[config.mk]
export PLATFORM = sky130hd
export DESIGN_NAME = pipelined_carry_select_adder
export DESIGN_NICKNAME = d
export VERILOG_FILES = /design/src/rtl/pipelined_carry_select_adder.sv
export SDC_FILE = /design/constraint.sdc
export NUM_CORES = 1
export LEC_CHECK = 0
export BUFFER_PORTS_ARGS = -buffer_cell sky130_fd_sc_hd__buf_2
export CORE_MARGIN = 2
export CORE_UTILIZATION = 55
export DETAILED_ROUTE_END_ITERATION = 7
export GPL_ROUTABILITY_DRIVEN = 0
export GPL_TIMING_DRIVEN = 1
export PLACE_DENSITY = 0.76
export REMOVE_ABC_BUFFERS = 1
export SYNTH_ARGS = -nofsm -noshare
export SYNTH_HDL_FRONTEND = slang
export SYNTH_SLANG_ARGS = --single-unit
[constraint.sdc]
create_clock -name clk -period 3.5 [get_ports clk]
set_input_delay 0.35 -clock clk [delete_from_list [all_inputs] [get_ports clk]]
set_output_delay 0.35 -clock clk [all_outputs]
set_load 0.01 [all_outputs]
[src/rtl/pipelined_carry_select_adder.sv]
// Pipelined carry-select add/sub: one BLK-bit block resolved per stage, NBLK stages, valid/ready stream.
// Optional signed-overflow output `ovf` is built only when OVERFLOW_FLAG_EN is defined.
module pipelined_carry_select_adder #(
  parameter int WIDTH = 16,
  parameter int BLK   = 4
) (
  input  logic             clk,
  input  logic             rst_n,
  input  logic             in_valid,
  output logic             in_ready,
  input  logic [WIDTH-1:0] a,
  input  logic [WIDTH-1:0] b,
  input  logic             cin,
  input  logic             sub,
  output logic             out_valid,
  input  logic             out_ready,
`ifdef OVERFLOW_FLAG_EN
  output logic             ovf,
`endif
  output logic [WIDTH:0]   sum
);
  localparam int NBLK = WIDTH / BLK;
  localparam int LAST = NBLK - 1;

  logic [NBLK-1:0]  vld_q, vld_d;
  logic [NBLK-1:0]  cy_q, cy_d;
  logic [WIDTH-1:0] a_q    [NBLK];
  logic [WIDTH-1:0] a_d    [NBLK];
  logic [WIDTH-1:0] bx_q   [NBLK];
  logic [WIDTH-1:0] bx_d   [NBLK];
  logic [WIDTH-1:0] psum_q [NBLK];
  logic [WIDTH-1:0] psum_d [NBLK];
`ifdef OVERFLOW_FLAG_EN
  logic [NBLK-1:0]  ov_q, ov_d;
`endif

  logic             adv;
  logic [WIDTH-1:0] bx;
  logic             c0;
  logic [BLK:0]     s_lo, s_hi, s_sel;

  always_comb begin
    adv    = ~vld_q[LAST] | out_ready;
    bx     = sub ? ~b : b;
    c0     = sub | cin;
    vld_d  = vld_q;
    cy_d   = cy_q;
    a_d    = a_q;
    bx_d   = bx_q;
    psum_d = psum_q;
`ifdef OVERFLOW_FLAG_EN
    ov_d   = ov_q;
`endif
    s_lo   = '0;
    s_hi   = '0;
    s_sel  = '0;
    if (adv) begin
      vld_d[0]  = in_valid;
      a_d[0]    = a;
      bx_d[0]   = bx;
      s_sel     = {1'b0, a[BLK-1:0]} + {1'b0, bx[BLK-1:0]} + {{BLK{1'b0}}, c0};
      psum_d[0] = '0;
      psum_d[0][BLK-1:0] = s_sel[BLK-1:0];
      cy_d[0]   = s_sel[BLK];
`ifdef OVERFLOW_FLAG_EN
      // carry into a block's MSB is a^b^s at that bit; only the last stage's value is used
      ov_d[0]   = a[BLK-1] ^ bx[BLK-1] ^ s_sel[BLK-1] ^ s_sel[BLK];
`endif
      for (int k = 1; k < NBLK; k++) begin
        vld_d[k] = vld_q[k-1];
        a_d[k]   = a_q[k-1];
        bx_d[k]  = bx_q[k-1];
        s_lo     = {1'b0, a_q[k-1][k*BLK +: BLK]} + {1'b0, bx_q[k-1][k*BLK +: BLK]};
        s_hi     = s_lo + (BLK+1)'(1);
        s_sel    = cy_q[k-1] ? s_hi : s_lo;
        psum_d[k] = psum_q[k-1];
        psum_d[k][k*BLK +: BLK] = s_sel[BLK-1:0];
        cy_d[k]  = s_sel[BLK];
`ifdef OVERFLOW_FLAG_EN
        ov_d[k]  = a_q[k-1][k*BLK+BLK-1] ^ bx_q[k-1][k*BLK+BLK-1] ^ s_sel[BLK-1] ^ s_sel[BLK];
`endif
      end
    end
  end

  always_ff @(posedge clk or negedge rst_n) begin
    if (!rst_n) begin
      vld_q <= '0;
      cy_q  <= '0;
`ifdef OVERFLOW_FLAG_EN
      ov_q  <= '0;
`endif
      for (int k = 0; k < NBLK; k++) begin
        a_q[k]    <= '0;
        bx_q[k]   <= '0;
        psum_q[k] <= '0;
      end
    end else begin
      vld_q  <= vld_d;
      cy_q   <= cy_d;
`ifdef OVERFLOW_FLAG_EN
      ov_q   <= ov_d;
`endif
      a_q    <= a_d;
      bx_q   <= bx_d;
      psum_q <= psum_d;
    end
  end

  assign in_ready  = rst_n & adv;
  assign out_valid = vld_q[LAST];
  assign sum       = {cy_q[LAST], psum_q[LAST]};
`ifdef OVERFLOW_FLAG_EN
  assign ovf       = ov_q[LAST] & vld_q[LAST];
`endif

endmodule

==> results.md, run 1 <==
* CP arrival at 2.56 ns
* Register Area at 2400 µm²
* Crit Path Class: flip-flop to flip-flop
* IO Count at 57
* Failing checks: negative hold slack
* Setup crit end kind: flip-flop
* # rows at 33
* Share of layout cells above drive strength 1 at 16.7%
* Maxcap violations at 0
* Setup crit end: cy_q[2]$_DFFE_PN0N_
* CP Cell Sequence: ha_1 -> inv_1 -> fa_1 -> inv_1 -> ha_1 -> nand2_1 -> a2111oi_2 -> o221a_2 -> a211oi_2
* Worst reg2reg setup slack at 1.19 ns
* Startpoint types: flip-flop
* Post-CTS Setup Bufs at 0
* Post-synth top area cell: dfrtp_1
* Hold Crit Class: input pin to async pin
* Area of the multi-input gates at 2040 µm²
* Total grt overflow at 0
* Drt pass-1 iters at 4
* Net Sw Power at 1.75 mW
* Synthesized area per cell at 9.12 µm²
* Total die area at 9350 µm²
* R2R Path End: cy_q[2]$_DFFE_PN0N_
* Port Buffers at 56
* Required time of the critical path at 3.74 ns
* Clock Tree Buf Depth at 2
* Fin. Hold Viols at 22
* Cells after Synth at 518
* WL/cell at 12.2 µm
* Total track usage at 18.9%
* H-tree lvl count at 3
* Final setup vio count at 0
* Die Wd at 96.7 µm
* Die height at 96.7 µm
* Reg-to-Reg Start: a_q[40]$_DFFE_PN0N_
* Synthesized flop and latch total at 96
* Slew HR at 58.8%
* Largest net degree at the start of global routing at 108
* Vias at 3352
* Clock Skew at 0.00831 ns
* Top cells by area, synth: dfrtp_1 (51%), nand2_1 (17%), ha_1 (4.8%)
* Post-DP Area at 4950 µm²
* Pwr dens at 883 nW/µm²
* Register area share after synthesis at 50.8%
* Post-route DRC at 0
* Placed cell count at 640
* Crit-path max FO at 3
* Sw frac at 38.2%
* Final period utilization at 66.1%
* Initial core utilization at 57.2%
* Fmax at 432 MHz
* Clock sink count at 96
* TNS Setup at 0 ns
* Fill cells at 724
* CTS Buf Count at 9
* Clock root cell: clkbuf_8
* Min Tclk post-route at 2.31 ns
* Pleak at 2.61 nW
* Combinational fraction of design power at 41.7%
* Global-route wire length before repair at 14.8 mm
* Number of global-route vias before repair at 3483
* Synthesized area at 4730 µm²
* Worst skew pair latency at 0.35 ns
* Area grow syn2layout at 9.50%
* PostCTS Resize Cnt at 0
* Clock power share at 17.3%
* Clk slew on worst S/H paths at 0.09 ns
* Initial antenna violation count at 0
* CTS tree: built
* Peak VDD IR at 0.000381 V
* Post-synth EDFFs at 0
* Synth warn at 0
* WL final at 8.02 mm
* Final instance area at 5170 µm²
* Post-synth top area share at 50.8%
* RSZ-0062 raised after global routing: false
* Slowest-stage cell, CP: fa_1
* Post-synth top flop: dfrtp_1
* Slew Viols, Final at 0
* Slew @ Worst Pin at 0.618 ns
* Post-DRT Antenna Nets at 0
* Layout Nets at 607
* Final Non-Filler Cells at 656
* Vias per cell at 5.11
* Total Power at 4.57 mW
* Internal power at 2.82 mW
* Core area at 8260 µm²
* # hold bufs at CTS at 0
* Synth async-reset ratio at 100%
* Max stage delay on crit path at 0.44 ns
* Status: complete, but fails checks
* DP Wirelength at 5.47 mm
* Cells on worst reg2reg path at 9
* Sequential share of power at 41.0%
* Fin Hold WS at -0.0100 ns
* DR iter-0 viols at 208
* Post-synth cell types at 32
* CP Launch Point: a_q[40]$_DFFE_PN0N_
* # diodes at 0
## cell families (layout without fill, tap and decap cells)
group,count (synthesis),count (layout),share of synthesized area (%)
fa+ha+maj,23,23,6.88
simple gates,259,259,22.4
flops,96,96,50.8
xor+xnor,27,27,5.48
compound gates,57,57,8.13
buf+inv,56,89,6.25
## power groups by stage
stage               Clock, mW  Combinational, mW  Sequential (mW)
floorplan                   0               1.42             1.89
global placement            0               1.83             1.88
detailed placement          0               1.92             1.90
CTS                     0.813               1.93             1.88
global route            0.853               2.20             1.94
finish                  0.789               1.91             1.87
## critical path: cells and delay by family (launching register included)
| family | cells | cell delay (ns) |
|---|---|---|
| AO/OA/AOI/OAI | 3 | 0.74 |
| AND/OR/NAND/NOR | 1 | 0.10 |
| flip-flops | 1 | 0.39 |
| buffers and inverters | 2 | 0.15 |
| adder cells (fa/ha/maj) | 3 | 0.83 |
## metrics by stage
step | worst slack (ns) | util, %
after CTS | 1.20 | 62.7
after global routing | 1.06 | 62.7
after detailed placement | 1.14 | 59.9
after floorplan | -0.817 | -
final | 1.19 | 62.7
after global placement | 1.21 | 59.9
## Yosys cell counts, types with 4 or more instances
library cell / instances
nand2_1: 214
dfrtp_1: 96
o21ai_0: 25
ha_1: 18
xnor2_1: 18
buf_2: 17
buf_4: 17
nor2_1: 13
a21oi_1: 12
inv_1: 12
clkbuf_1: 8
nand3_1: 6
nor3_1: 6
xor2_1: 6
fa_1: 5
nor2b_1: 4
## registers in the layout (all words and copies together), names as in the netlist
signal / cells
bx_q: 24
vld_q: 4
psum_q: 24
a_q: 24
cy_q: 4
sum: 16
## area by class of cell
class	instances	area share [%]
multi-input combinational	366	39.4
clock buffer	13	3.46
inverter	12	0.870
clock inverter	3	0.895
timing repair buffer	61	6.43
sequential	96	46.4
tap	105	2.54
## layer usage
layer / up-vias / track usage [%] / share of wire (%)
met5: - / 0 / 0
met1: 1590 / 23.0 / 45
li1: 1696 / - / -
met2: 58 / 33.2 / 50
met3: 8 / 3.18 / 3.7
met4: 0 / 8.02 / 1.3
## how the worst min path moves through the flow
stage               slack [ns]  cells after the start                  end
finish                   -0.01                      1  sum[11]$_DFFE_PN0N_
global route              0.02                      1  sum[11]$_DFFE_PN0N_
CTS                      0.006                      1  a_q[56]$_DFFE_PN0N_
detailed placement        0.40                      1  sum[11]$_DFFE_PN0N_
global placement          0.39                      1   sum[9]$_DFFE_PN0N_
floorplan                 0.05                      0  a_q[28]$_DFFE_PN0N_
## cell usage in the layout, fill, tap and decap left out, types with 2 or more instances in the layout
| cell | netlist | final |
|---|---|---|
| o21a_1 | 3 | 3 |
| a21oi_1 | 12 | 12 |
| fa_1 | 5 | 5 |
| o221a_2 | 3 | 3 |
| nor4bb_1 | 3 | 3 |
| xor2_1 | 6 | 6 |
| nand3_1 | 6 | 6 |
| buf_2 | 17 | 55 |
| nor2b_1 | 4 | 3 |
| a2111oi_2 | 3 | 3 |
| o21ai_0 | 25 | 25 |
| xnor2_1 | 18 | 18 |
| a21boi_0 | 3 | 3 |
| a211oi_2 | 3 | 3 |
| nor4_1 | 3 | 3 |
| ha_1 | 18 | 18 |
| xor2_2 | 3 | 3 |
| dfrtp_1 | 96 | 96 |
| inv_1 | 12 | 12 |
| o211ai_1 | 3 | 3 |
| a21o_1 | 2 | 2 |
| nor2_1 | 13 | 13 |
| nand2_1 | 214 | 214 |
| buf_4 | 17 | 5 |
| and3b_1 | 3 | 3 |
| nor3_1 | 6 | 6 |
| clkbuf_8 | 0 | 13 |
| nand3b_1 | 3 | 3 |
(Power assumes the default switching activity.)
==> run 2: changes to the inputs <==
ABC_AREA = 1   (was unset)
clock period = 2.4 ns   (was 3.5 ns; I/O delays follow)
==> run 2 against run 1 <==
Against the previous run: the run now ends clean; combinational power grew 50%; fmax grew 15%; sequential cell count is the same; area after synthesis grew 2.3%; sequential power grew 44%; worst setup slack lost 0.81 ns; sequential share of layout area shrank 0.77 points.
==> results.md, run 2 <==
* Status: completed
* DP Wirelength at 5.85 mm
* Slew HR at 61.6%
* Max layer used: met4
* Cells on worst reg2reg path at 11
* # hold bufs at CTS at 1
* Post-synthesis compound-gate area fraction at 7.40%
* Synthesized area per cell at 8.55 µm²
* DR iter-0 viols at 109
* Area grow syn2layout at 8.88%
* Wire length on met3 at 344 µm
* Final setup vio count at 0
* Required time of the critical path at 2.70 ns
* Slowest-stage cell, CP: fa_1
* Commonest non-fill, non-tap cell in the layout: nand2_1
* Setup crit end kind: flip-flop
* Post-synth top area share at 49.7%
* Final instance area at 5260 µm²
* Vias at 3504
* Slew Viols, Final at 0
* Fmax at 495 MHz
* Maxcap violations at 0
* Fin Hold WS at 0.0682 ns
* Final period utilization at 84.2%
* Die height at 97.7 µm
* Post-CTS Setup Bufs at 0
* Total grt overflow at 0
* Pwr dens at 1300 nW/µm²
* Post-DRT Antenna Nets at 0
* XOR/XNOR Fraction of Synth Area at 2.90%
* Hold Crit Class: input pin to flip-flop
* Number of global-route vias before repair at 3645
* Total track usage at 19.6%
* Commonest cells after routing, fill and taps aside: nand2_1 (205), dfrtp_1 (96), inv_1 (57)
* Levels on crit path at 11
* Min Tclk post-route at 2.02 ns
* Synth async-reset ratio at 100%
* Setup crit end: cy_q[2]$_DFFE_PN0N_
* RSZ-0062 raised after global routing: false
* Core area at 8640 µm²
* Post-route DRC at 0
* CTS tree: built
* Share of layout cells above drive strength 1 at 15.0%
* Vias per cell at 4.91
* Count leader, synth: nand2_1
* WL met1 at 3.87 mm
* Crit-path max FO at 3
* Clock sink count at 96
* Largest regs: a_q: 24 flops, bx_q: 24 flops, psum_q: 24 flops
* PostCTS Resize Cnt at 0
* Post-DP Area at 5010 µm²
* Reg-to-Reg Start: a_q[40]$_DFFE_PN0N_
* WL final at 8.45 mm
* Drt pass-1 iters at 4
* Area share of fa/ha/maj cells after synthesis at 6.73%
* Total die area at 9550 µm²
* Slew @ Worst Pin at 0.575 ns
* Clock Skew at 0.00597 ns
* Layout Nets at 661
* Synth warn at 0
* Pleak at 2.79 nW
* Critical hold path startpoint: a[15]
* Worst reg2reg setup slack at 0.38 ns
* Synth cell count leaders: nand2_1 (205), dfrtp_1 (96), inv_1 (57)
* Crit Path Class: flip-flop to flip-flop
* Synth Area in Simple Gates at 22.3%
* Post-synth top area cell: dfrtp_1
* Synthesized area at 4830 µm²
* Crit-path leading delay family: adder cells
* Global-route wire length before repair at 15.4 mm
* CP arrival at 2.32 ns
* Clock root cell: clkbuf_8
* Total Power at 6.83 mW
* Worst path bufs/invs at 2
* CP Cell Sequence: ha_1 -> inv_1 -> fa_1 -> inv_1 -> ha_1 -> nand2_1 -> nor2_2 -> nand3_1 -> nand2_1 -> nand3_1 -> nand2_1
* Largest net degree at the start of global routing at 113
* Clk slew on worst S/H paths at 0.09 ns
* IO Count at 57
* Post-synthesis mux area share at 0%
* Port Buffers at 56
* # diodes at 0
* Post-synth cell types at 26
* Clock Tree Buf Depth at 2
* Initial core utilization at 56.0%
* Largest family of logic cells by synthesized area: simple AND/OR/NAND/NOR gates
* Met2 routed WL at 4.10 mm
* Initial antenna violation count at 0
* Synthesized flop and latch total at 96
* Die Wd at 97.7 µm
* Post-synth EDFFs at 0
* WL/cell at 11.9 µm
* R2R Path End: cy_q[2]$_DFFE_PN0N_
* Fin. Hold Viols at 0
* CTS Buf Count at 9
* Peak VDD IR at 0.000483 V
* # rows at 34
* Max stage delay on crit path at 0.45 ns
* Top cells by area, synth: dfrtp_1 (50%), nand2_1 (16%), ha_1 (4.7%)
* Startpoint types: flip-flop
* Worst skew pair latency at 0.36 ns
* Crit-path most repeated cell: nand2_1
* Register area share after synthesis at 49.7%
* Cells after Synth at 565
* Post-synth top flop: dfrtp_1
* H-tree lvl count at 3
* CP Launch Point: a_q[40]$_DFFE_PN0N_
-- run 2: kinds of logic (layout without fill, tap and decap cells) --
group	Yosys count	count (layout)
adders and majority gates	23	23
buffers and inverters	97	137
xor gates and xnor gates	16	16
and+or+nand+nor	265	265
DFF	96	96
AOI/OAI and AO/OA	68	68
-- run 2: metal layers --
metal  GRT usage (%)  up-vias
li1                -     1811
met1            23.8     1610
met2            34.3       69
met3            5.01       14
met4            6.30        0
met5               0        -
-- run 2: worst reg2reg max path: cells and delay by family, from the launching register on --
family / cells / cell delay (ns)
buf+inv: 2 / 0.18
simple gates: 6 / 0.55
fa+ha+maj: 3 / 0.84
flops: 1 / 0.39
-- run 2: worst min path at each step --
stage,endpoint,slack [ns],cells after the start
finish,a_q[63]$_DFFE_PN0N_,0.07,3
CTS,a_q[63]$_DFFE_PN0N_,0.05,3
floorplan,a_q[28]$_DFFE_PN0N_,-0.06,0
global placement,sum[8]$_DFFE_PN0N_,0.34,2
global route,a_q[58]$_DFFE_PN0N_,0.08,3
detailed placement,sum[8]$_DFFE_PN0N_,0.35,2
-- run 2: final cells by class --
type	instances	area [µm²]
Clock buffer	9	124
Clock inverter	7	118
Fill cell	759	3370
Inverter	58	218
Multi-Input combinational cell	372	1900
Sequential cell	96	2400
Tap cell	108	135
Timing Repair Buffer	63	363
-- run 2: report_power, final --
part | internal [mW] | switching [mW]
Sequential | 2.33 | 0.368
Clock | 0.696 | 0.561
Combinational | 1.11 | 1.76
Total | 4.13 | 2.69
-- run 2: stage by stage --
step / utilization [%] / setup WS, ns / cells / setup TNS [ns]
4_1_cts: 60.9 / 0.369 / 713 / 0
3_3_place_gp: 58.0 / 0.424 / 696 / 0
6_report: 60.9 / 0.380 / 713 / 0
5_1_grt: 60.9 / 0.227 / 713 / 0
2_1_floorplan: - / -0.424 / 526 / -20.31
3_5_place_dp: 58.0 / 0.357 / 696 / 0
==> run 3: changes to the inputs <==
CORE_UTILIZATION = 53   (was 55)
clock period = 1.7 ns   (was 2.4 ns; I/O delays follow)
==> run 3 against run 2 <==
Against the previous run: the run now ends with negative setup slack left; die area up 3.6%; count of clock-buffer cells in the layout rose by 1; register-to-register slack got worse by 0.56 ns; via count grew 6.2%; sequential cell count is the same; worst setup slack lost 0.56 ns; core utilization is 2.6 points higher; combinational power grew 84%; critical path depth unchanged; sequential share of layout area decreased by 2.5 points; power increased by 53%; critical endpoint unchanged.
==> results.md, run 3 (synthesis results as in run 2) <==
* Crit-path max FO at 3
* Pleak at 2.91 nW
* Final Non-Filler Cells at 735
* Slew Viols, Final at 0
* Layout Nets at 684
* Status: complete, but fails checks
* H-tree lvl count at 3
* Required time of the critical path at 2.01 ns
* Worst setup margin at -0.181 ns
* Fill cells at 742
* Failing checks: negative setup slack
* Die height at 99.5 µm
* CTS tree: built
* TNS Setup at -0.885 ns
* Pwr dens at 1870 nW/µm²
* Drt pass-1 iters at 4
* Final period utilization at 111%
* Fmax at 532 MHz
* Total track usage at 19.5%
* Vias at 3720
* Startpoint types: flip-flop
* Vias per cell at 5.06
* Share of layout cells above drive strength 1 at 23.8%
* Slew @ Worst Pin at 0.408 ns
* Die Wd at 99.5 µm
* Placed cell count at 704
* WL final at 9.09 mm
* Hold Crit Class: input pin to flip-flop
* Number of global-route vias before repair at 3699
* Cells on worst reg2reg path at 11
* IO Count at 57
* Post-DP Area at 5080 µm²
* Worst skew pair latency at 0.36 ns
* Peak VDD IR at 0.000672 V
* Total grt overflow at 0
* Crit Path Class: flip-flop to flip-flop
* Initial antenna violation count at 0
* DP Wirelength at 5.82 mm
* Clock Tree Buf Depth at 2
* Area grow syn2layout at 15.2%
* Core area at 8760 µm²
* RSZ-0062 raised after global routing: true
* Global-route wire length before repair at 15.6 mm
* CTS Buf Count at 9
* Min Tclk post-route at 1.88 ns
* WL/cell at 12.4 µm
* DR iter-0 viols at 143
* Clock root cell: clkbuf_8
* Port Buffers at 56
* Maxcap violations at 0
* Clk slew on worst S/H paths at 0.09 ns
* Hold Crit Depth at 3
* Commonest cells after routing, fill and taps aside: nand2_1 (199), dfrtp_1 (96), buf_2 (55)
* Setup crit end kind: flip-flop
* Post-DRT Antenna Nets at 0
* Final instance area at 5570 µm²
* Fin. Hold Viols at 0
* Clock sink count at 96
* # diodes at 0
* Slew HR at 72.8%
* Initial core utilization at 55.2%
* # rows at 34
* CP arrival at 2.19 ns
* Post-route DRC at 0
* Commonest non-fill, non-tap cell in the layout: nand2_1
* Clock Skew at 0.00957 ns
* Largest net degree at the start of global routing at 84
* Total die area at 9900 µm²
* Largest regs: a_q: 24 flops, bx_q: 24 flops, psum_q: 24 flops
* Final setup vio count at 12
-- run 3: stage by stage --
step / total power [mW] / setup WS (ns) / hold WS [ns] / utilization (%)
2_1_floorplan: 6.77 / -1.12 / -0.126 / -
3_3_place_gp: 7.85 / -0.164 / 0.0712 / 58.0
3_5_place_dp: 8.10 / -0.241 / 0.0739 / 58.0
4_1_cts: 9.87 / -0.163 / 0.000986 / 61.8
5_1_grt: 11.4 / -0.304 / 0.0140 / 63.6
6_report: 10.4 / -0.181 / 0.0203 / 63.6
-- run 3: layer usage --
layer | vias up | wire (µm) | GRT usage (%) | part of all wire [%]
met5 | - | 0 | 0 | 0
met4 | 0 | 186 | 8.11 | 2.0
met1 | 1744 | 3880 | 23.0 | 43
met3 | 21 | 470 | 5.13 | 5.2
met2 | 91 | 4560 | 33.7 | 50
li1 | 1864 | - | - | -
-- run 3: repair_timing --
| item | in CTS | in global routing |
|---|---|---|
| pin swaps | 19 | 23 |
| setup endpoints to repair | 10 | 13 |
| hold buffers | 5 | 0 |
| setup buffers | 6 | 6 |
| gates resized for setup | 22 | 29 |
| endpoints found under the hold margin | 23 | 0 |
-- run 3: worst max-delay path: stages (launching register included) --
cell and delay (ns):
dfrtp_1 0.39, ha_2 0.20, inv_2 0.06, fa_2 0.43, inv_2 0.10, ha_4 0.15
nand2_4 0.05, nor2_4 0.15, nand3_2 0.09, nand2_2 0.08, nand3_2 0.06, nand2_1 0.07
-- run 3: worst paths after layout --
path	startpoint	endpoint	slack, ns
min in group asynchronous	rst_n	sum[12]$_DFFE_PN0N_	0.21
setup / recovery	bx_q[40]$_DFFE_PN0N_	cy_q[2]$_DFFE_PN0N_	-0.18
hold / removal	a[10]	a_q[58]$_DFFE_PN0N_	0.02
max in group asynchronous	rst_n	bx_q[60]$_DFFE_PN0N_	0.78
hold reg to reg	psum_q[37]$_DFFE_PN0N_	psum_q[21]$_DFFE_PN0N_	0.47
setup reg to reg	bx_q[40]$_DFFE_PN0N_	cy_q[2]$_DFFE_PN0N_	-0.18
-- run 3: cell type report --
cell class | instances | area, µm² | share of cell area [%]
flip-flops and latches | 96 | 2400 | 43.1
multi-input cells | 372 | 2070 | 37.2
repair buffers | 86 | 573 | 10.3
inverters | 58 | 218 | 3.91
clock buffers | 10 | 138 | 2.47
well taps | 108 | 135 | 2.43
clock inverters | 5 | 31.3 | 0.562
-- run 3: where the power goes --
part	switching, mW	leakage, nW	internal (mW)
sequential	0.549	1.16	3.29
combinational	3.00	1.66	2.27
clock	0.770	0.0883	0.561
